File: src/rtl/branch_predictor_unit.sv
// Dynamic branch predictor: ID-stage direction prediction from a table of 2-bit counters,
// ALU-stage misprediction detection with flush/redirect, and saturating performance counters.
module branch_predictor_unit #(
  parameter int         IDX_BITS   = 3,
  parameter int         HIST_BITS  = 3,
  parameter int         MODE       = 1,
  parameter logic [1:0] INIT_STATE = 2'b01,
  parameter int         CNT_BITS   = 16
) (
  input  logic                clk,
  input  logic                reset,
  input  logic [31:0]         ID_pc,
  input  logic                ID_stage_branch,
  output logic                signal_to_take_branch,
  output logic [IDX_BITS-1:0] ID_pred_index,
  input  logic                ALU_stage_branch,
  input  logic                ALU_stage_branch_result,
  input  logic                ALU_predicted_taken,
  input  logic [IDX_BITS-1:0] ALU_pred_index,
  input  logic [31:0]         ALU_pc_plus4,
  input  logic [31:0]         ALU_branch_target,
  output logic                flush,
  output logic [31:0]         redirect_pc,
  output logic [CNT_BITS-1:0] branch_count,
  output logic [CNT_BITS-1:0] mispredict_count
);
  localparam int DEPTH = 32'd1 << IDX_BITS;

  logic [1:0]          table_r [DEPTH];
  logic [HIST_BITS-1:0] ghr_r;
  logic [HIST_BITS:0]   ghr_shift_s;
  logic [IDX_BITS-1:0]  ghr_ext_s;
  logic [IDX_BITS-1:0]  pc_index_s;
  logic [CNT_BITS-1:0]  branch_count_r;
  logic [CNT_BITS-1:0]  mispredict_count_r;
  logic                 mispredict_s;
  logic                 unused_pc_bits_s;

  // Encoding 00/01 predict taken; taken moves toward 00, not-taken toward 11, both saturate.
  function automatic logic [1:0] counter_next(input logic [1:0] cur, input logic taken);
    logic [1:0] nxt;
    if (taken) begin
      if (cur == 2'b00) nxt = 2'b00;
      else              nxt = cur - 2'b01;
    end else begin
      if (cur == 2'b11) nxt = 2'b11;
      else              nxt = cur + 2'b01;
    end
    return nxt;
  endfunction

  assign ghr_shift_s      = {ghr_r, ALU_stage_branch_result};
  assign unused_pc_bits_s = ^{ID_pc[31:IDX_BITS+2], ID_pc[1:0]};
  assign branch_count     = branch_count_r;
  assign mispredict_count = mispredict_count_r;

  // Table index: word-aligned PC bits, hashed with the global history in gshare mode.
  always_comb begin
    ghr_ext_s = '0;
    ghr_ext_s[HIST_BITS-1:0] = ghr_r;
    pc_index_s = ID_pc[IDX_BITS+1:2];
    if (MODE == 32'd2) ID_pred_index = pc_index_s ^ ghr_ext_s;
    else               ID_pred_index = pc_index_s;
  end

  // Direction prediction; reads the table as it stands this cycle (no bypass of ALU updates).
  always_comb begin
    if (reset || (MODE == 32'd0)) signal_to_take_branch = 1'b0;
    else signal_to_take_branch = ID_stage_branch & ~table_r[ID_pred_index][1];
  end

  // Misprediction is judged against the prediction carried down the pipe, not the table.
  always_comb begin
    mispredict_s = ALU_stage_branch & (ALU_predicted_taken ^ ALU_stage_branch_result);
    if (reset) begin
      flush       = 1'b0;
      redirect_pc = 32'h0000_0000;
    end else if (mispredict_s) begin
      flush       = 1'b1;
      redirect_pc = ALU_predicted_taken ? ALU_pc_plus4 : ALU_branch_target;
    end else begin
      flush       = 1'b0;
      redirect_pc = 32'h0000_0000;
    end
  end

  // Table, history and counter state; reset wins over a same-cycle resolution.
  always_ff @(posedge clk) begin
    if (reset) begin
      for (int i = 0; i < DEPTH; i++) table_r[i] <= INIT_STATE;
      ghr_r              <= '0;
      branch_count_r     <= '0;
      mispredict_count_r <= '0;
    end else if (ALU_stage_branch) begin
      if (MODE != 32'd0)
        table_r[ALU_pred_index] <= counter_next(table_r[ALU_pred_index], ALU_stage_branch_result);
      if (MODE == 32'd2)
        ghr_r <= ghr_shift_s[HIST_BITS-1:0];
      if (branch_count_r != '1)
        branch_count_r <= branch_count_r + CNT_BITS'(1'b1);
      if (flush && (mispredict_count_r != '1))
        mispredict_count_r <= mispredict_count_r + CNT_BITS'(1'b1);
    end
  end
endmodule

File: config.mk
export PLATFORM = sky130hd
export DESIGN_NAME = branch_predictor_unit
export DESIGN_NICKNAME = d
export VERILOG_FILES = /design/src/rtl/branch_predictor_unit.sv
export SDC_FILE = /design/constraint.sdc
export NUM_CORES = 1
export LEC_CHECK = 0
export CAP_MARGIN = 20
export CORE_ASPECT_RATIO = 0.7
export CORE_MARGIN = 1
export CORE_UTILIZATION = 25
export CTS_CLUSTER_DIAMETER = 80
export CTS_CLUSTER_SIZE = 24
export DETAILED_ROUTE_END_ITERATION = 10
export PLACE_DENSITY_LB_ADDON = 0.3
export SLEW_MARGIN = 20
export SYNTH_ARGS = -nofsm -noshare
export SYNTH_HDL_FRONTEND = slang
export SYNTH_SLANG_ARGS = --single-unit
File: constraint.sdc
create_clock -name clk -period 1.7 [get_ports clk]
set_clock_uncertainty 0.05 [all_clocks]
set_input_delay 0.34 -clock clk [delete_from_list [all_inputs] [get_ports clk]]
set_output_delay 0.34 -clock clk [all_outputs]
set_load 0.02 [all_outputs]
==> results of run 1 <==
## cells in the mapped netlist (3+ instances only)
library cell and n:
a21oi_1 17, and3_1 3, and4_1 4, buf_2 5, buf_4 4, clkbuf_1 13, dfxtp_1 32, edfxtp_1 16
inv_1 8, mux2_2 3, mux2i_1 36, mux4_2 6, nand2_1 22, nand2b_1 3, nand3_1 17, nand4_1 9
nor2_1 47, nor2b_1 7, nor3_1 11, o21ai_0 15, o311ai_0 7, o31ai_1 8, o41ai_1 7, or3_1 8
or4_1 7
## logic make-up (layout without fill, tap and decap cells)
| group | Yosys count | in the layout | share of synthesized area |
|---|---|---|---|
| flops | 48 | 48 | 0.371 |
| buf+inv | 30 | 242 | 0.0443 |
| mux | 45 | 45 | 0.175 |
| xor+xnor | 3 | 3 | 0.0112 |
| fa+ha+maj | 4 | 4 | 0.0157 |
| simple gates | 149 | 149 | 0.256 |
| compound gates | 59 | 59 | 0.126 |
## timing repair
item / CTS / global route
endpoints found under the setup margin: 112 / 78
setup buffers: 3 / 4
pin swaps: 6 / 26
cloned: 3 / 1
hold buffers: 0 / 0
resized for setup: 240 / 67
## worst min-delay path by stage
stage | startpoint | endpoint | slack (ns) | depth (start not counted)
2_1_floorplan | mispredict_count[10] | mispredict_count[10] | 0.47 | 2
3_3_place_gp | mispredict_count[5] | mispredict_count[5] | 0.42 | 1
3_5_place_dp | mispredict_count[5] | mispredict_count[5] | 0.43 | 1
4_1_cts | reset | mispredict_count[11] | 0.26 | 2
5_1_grt | reset | mispredict_count[11] | 0.26 | 2
6_report | reset | mispredict_count[11] | 0.26 | 2
## power by group
part | total (W) | internal, W | switching, W
clock | 0.00113 | 0.000691 | 0.000441
combinational | 0.000798 | 0.000437 | 0.000361
sequential | 0.00122 | 0.00120 | 0.0000153
## metrics by stage
stage	util	hold WS, ns	total power [W]	cell area [sq um]
CTS	0.481	0.258	0.00314	5640
detailed placement	0.461	0.427	0.00198	5410
global placement	0.461	0.423	0.00197	5410
finish	0.504	0.255	0.00315	5910
floorplan	-	0.470	0.00159	3330
global route	0.504	0.259	0.00326	5910
## final cells by class
type | count | area (sq um) | share of cell area
tap | 157 | 196 | 0.0332
inverter | 8 | 30.0 | 0.00508
clock buffer | 5 | 125 | 0.0212
multi-input combinational | 260 | 2200 | 0.373
timing repair buffer | 226 | 2160 | 0.366
clock inverter | 3 | 42.5 | 0.00720
sequential | 48 | 1150 | 0.195
## sequential cells by signal, indices dropped and copies added, names as in the netlist
register          cells
branch_count         16
mispredict_count     16
table_r              16
## metal layers
| layer | vias up | wire, microns | GRT usage |
|---|---|---|---|
| met3 | 4 | 611 | 0.0388 |
| met2 | 96 | 5300 | 0.297 |
| met1 | 1632 | 4480 | 0.196 |
| met4 | 0 | 61 | 0.0256 |
| li1 | 1711 | - | - |
| met5 | - | 0 | 0 |
## worst reg2reg max path, delay by kind of cell, from the launching register on
| kind | cells | cell delay [ns] |
|---|---|---|
| mux | 2 | 0.65 |
| buf+inv | 1 | 0.16 |
| fa+ha+maj | 1 | 0.36 |
| simple gates | 1 | 0.08 |
| flops | 1 | 0.43 |
==> metrics.md, run 1 <==
| Metric | Value |
|---|---|
| Chip Width | 133 microns |
| Crit Path Category | reg2out |
| Layout filler cell count | 1107 |
| Top cell type's share of synthesized area | 0.212 |
| Crit path launch | table_r[6][1] |
| Area Growth Syn to Fin | 95.7% |
| Clk sinks | 48 |
| Clock latency on the worst-skew pair | 0.28 ns |
| Pre-CTS setup slack | -0.984 ns |
| IO Port Bufs | 144 |
| Cell row count | 33 |
| Most frequent cells in the layout | buf_4 (75), clkdlybuf4s50_1 (70), mux2i_1 (34), buf_6 (34), nor2_4 (32) |
| Nets | 656 |
| CP endpoint | signal_to_take_branch |
| Yosys cell types | 41 |
| ANT cells | 0 |
| DRC violations left | 0 |
| Routed wire length per instance | 14.8 microns |
| CP peak stage delay | 0.47 ns |
| Core area | 11700 sq um |
| R2r endpoint | table_r[0][1] |
| H-tree levels | 2 |
| Final worst slack | -0.303 ns |
| Slew Viols, Final | 0 |
| Pre-antenna DRT Iters | 4 |
| Total gr overflow | 0 |
| Vias in the first global route | 3384 |
| Synthesized area | 3020 sq um |
| YS warnings | 0 |
| First-pass GRT wire length | 16200 microns |
| Predominant post-synthesis flop cell | dfxtp_1 |
| Die area | 12500 sq um |
| Tcrit/Tclk final | 1.18 |
| Synth Area per Inst | 8.94 sq um |
| Worst Reg2Reg Path Length in Cells | 5 |
| I/O pins | 174 |
| Crit end category | output port |
| Status | finished with violations |
| Initial core utilization | 0.258 |
| Synth Net Count | 445 |
| Required @ worst endpoint | 1.31 ns |
| Clock transition at path regs | 0.07 ns |
| Async SR Flop Fraction | 0 |
| Top cells by area, synth | dfxtp_1 (21%), edfxtp_1 (16%), mux2i_1 (12%) |
| ANT nets after route | 0 |
| Slew margin rel. | 0.747 |
| Post-Layout Cell Count | 707 |
| CTS Buffer Depth | 2 |
| Initial antenna violation count | 0 |
| Worst Tran Pin Value | 0.369 ns |
| Routability Congestion | 0.805 |
| Final WL | 10500 microns |
| CTS tree | done |
| Commonest non-fill, non-tap cell in the layout | buf_4 |
| CP arrival | 1.61 ns |
| Count of final setup violators | 17 |
| CP max FO | 2 |
| Crit-path cells | mux4_2 -> mux2i_1 -> and3_1 -> buf_4 |
| HP Class | in2reg |
| Post-layout min period | 2.00 ns |
| Peak supply drop | 0.000393 V |
| Post-synth EDFFs | 16 |
| Stages on worst setup path | 4 |
| Syn Inst Count | 338 |
| Bufs and invs on worst path | 1 |
| Via count | 3443 |
| Chip Height | 94.0 microns |
| Reg2reg start | table_r[7][1] |
| DP Cell Count | 689 |
| Clock Tree Root | clkbuf_16 |
| CTS buffer count | 5 |
| Max-cap violation count | 0 |
| Largest net degree at the start of global routing | 23 |
| Max Fclk | 499 MHz |
| CP max-delay cell | mux4_2 |
| Total GRT Usage | 0.162 |
| R2R setup slack | -0.27 ns |
| Crit path max-delay family | multiplexers |
| RSZ-0062 raised after global routing | yes |
| Share of layout cells above drive strength 1 | 0.404 |
| Number of synthesized register bits | 48 |
| Starting DRC count in detailed routing | 117 |
| Final Hold Vio Count | 0 |
| CP startpoint kind | flop |
| Failing checks | setup timing |
| Sequential fraction of the synthesis area | 0.371 |
| P per Cell Area | 533 nW/um^2 |
| DR vias/cell | 4.87 |
| Synth area leader | dfxtp_1 |
| Detailed Place HPWL | 8070 microns |
| Pleak | 2.43 nW |
| Sum Neg Setup Slack | -3.86 ns |
Power figures use the tool's default switching activity.
==> run 2, diff against run 1 <==
Settings changed: HOLD_SLACK_MARGIN set to 0.02.
==> results of run 2 <==
Final layout, timing and power as in run 1 (identical DEF).
==> run 3, diff against run 2 <==
Settings changed: ABC_AREA set to 0.
==> results of run 3 <==
Final layout, timing and power as in run 1 (identical DEF).
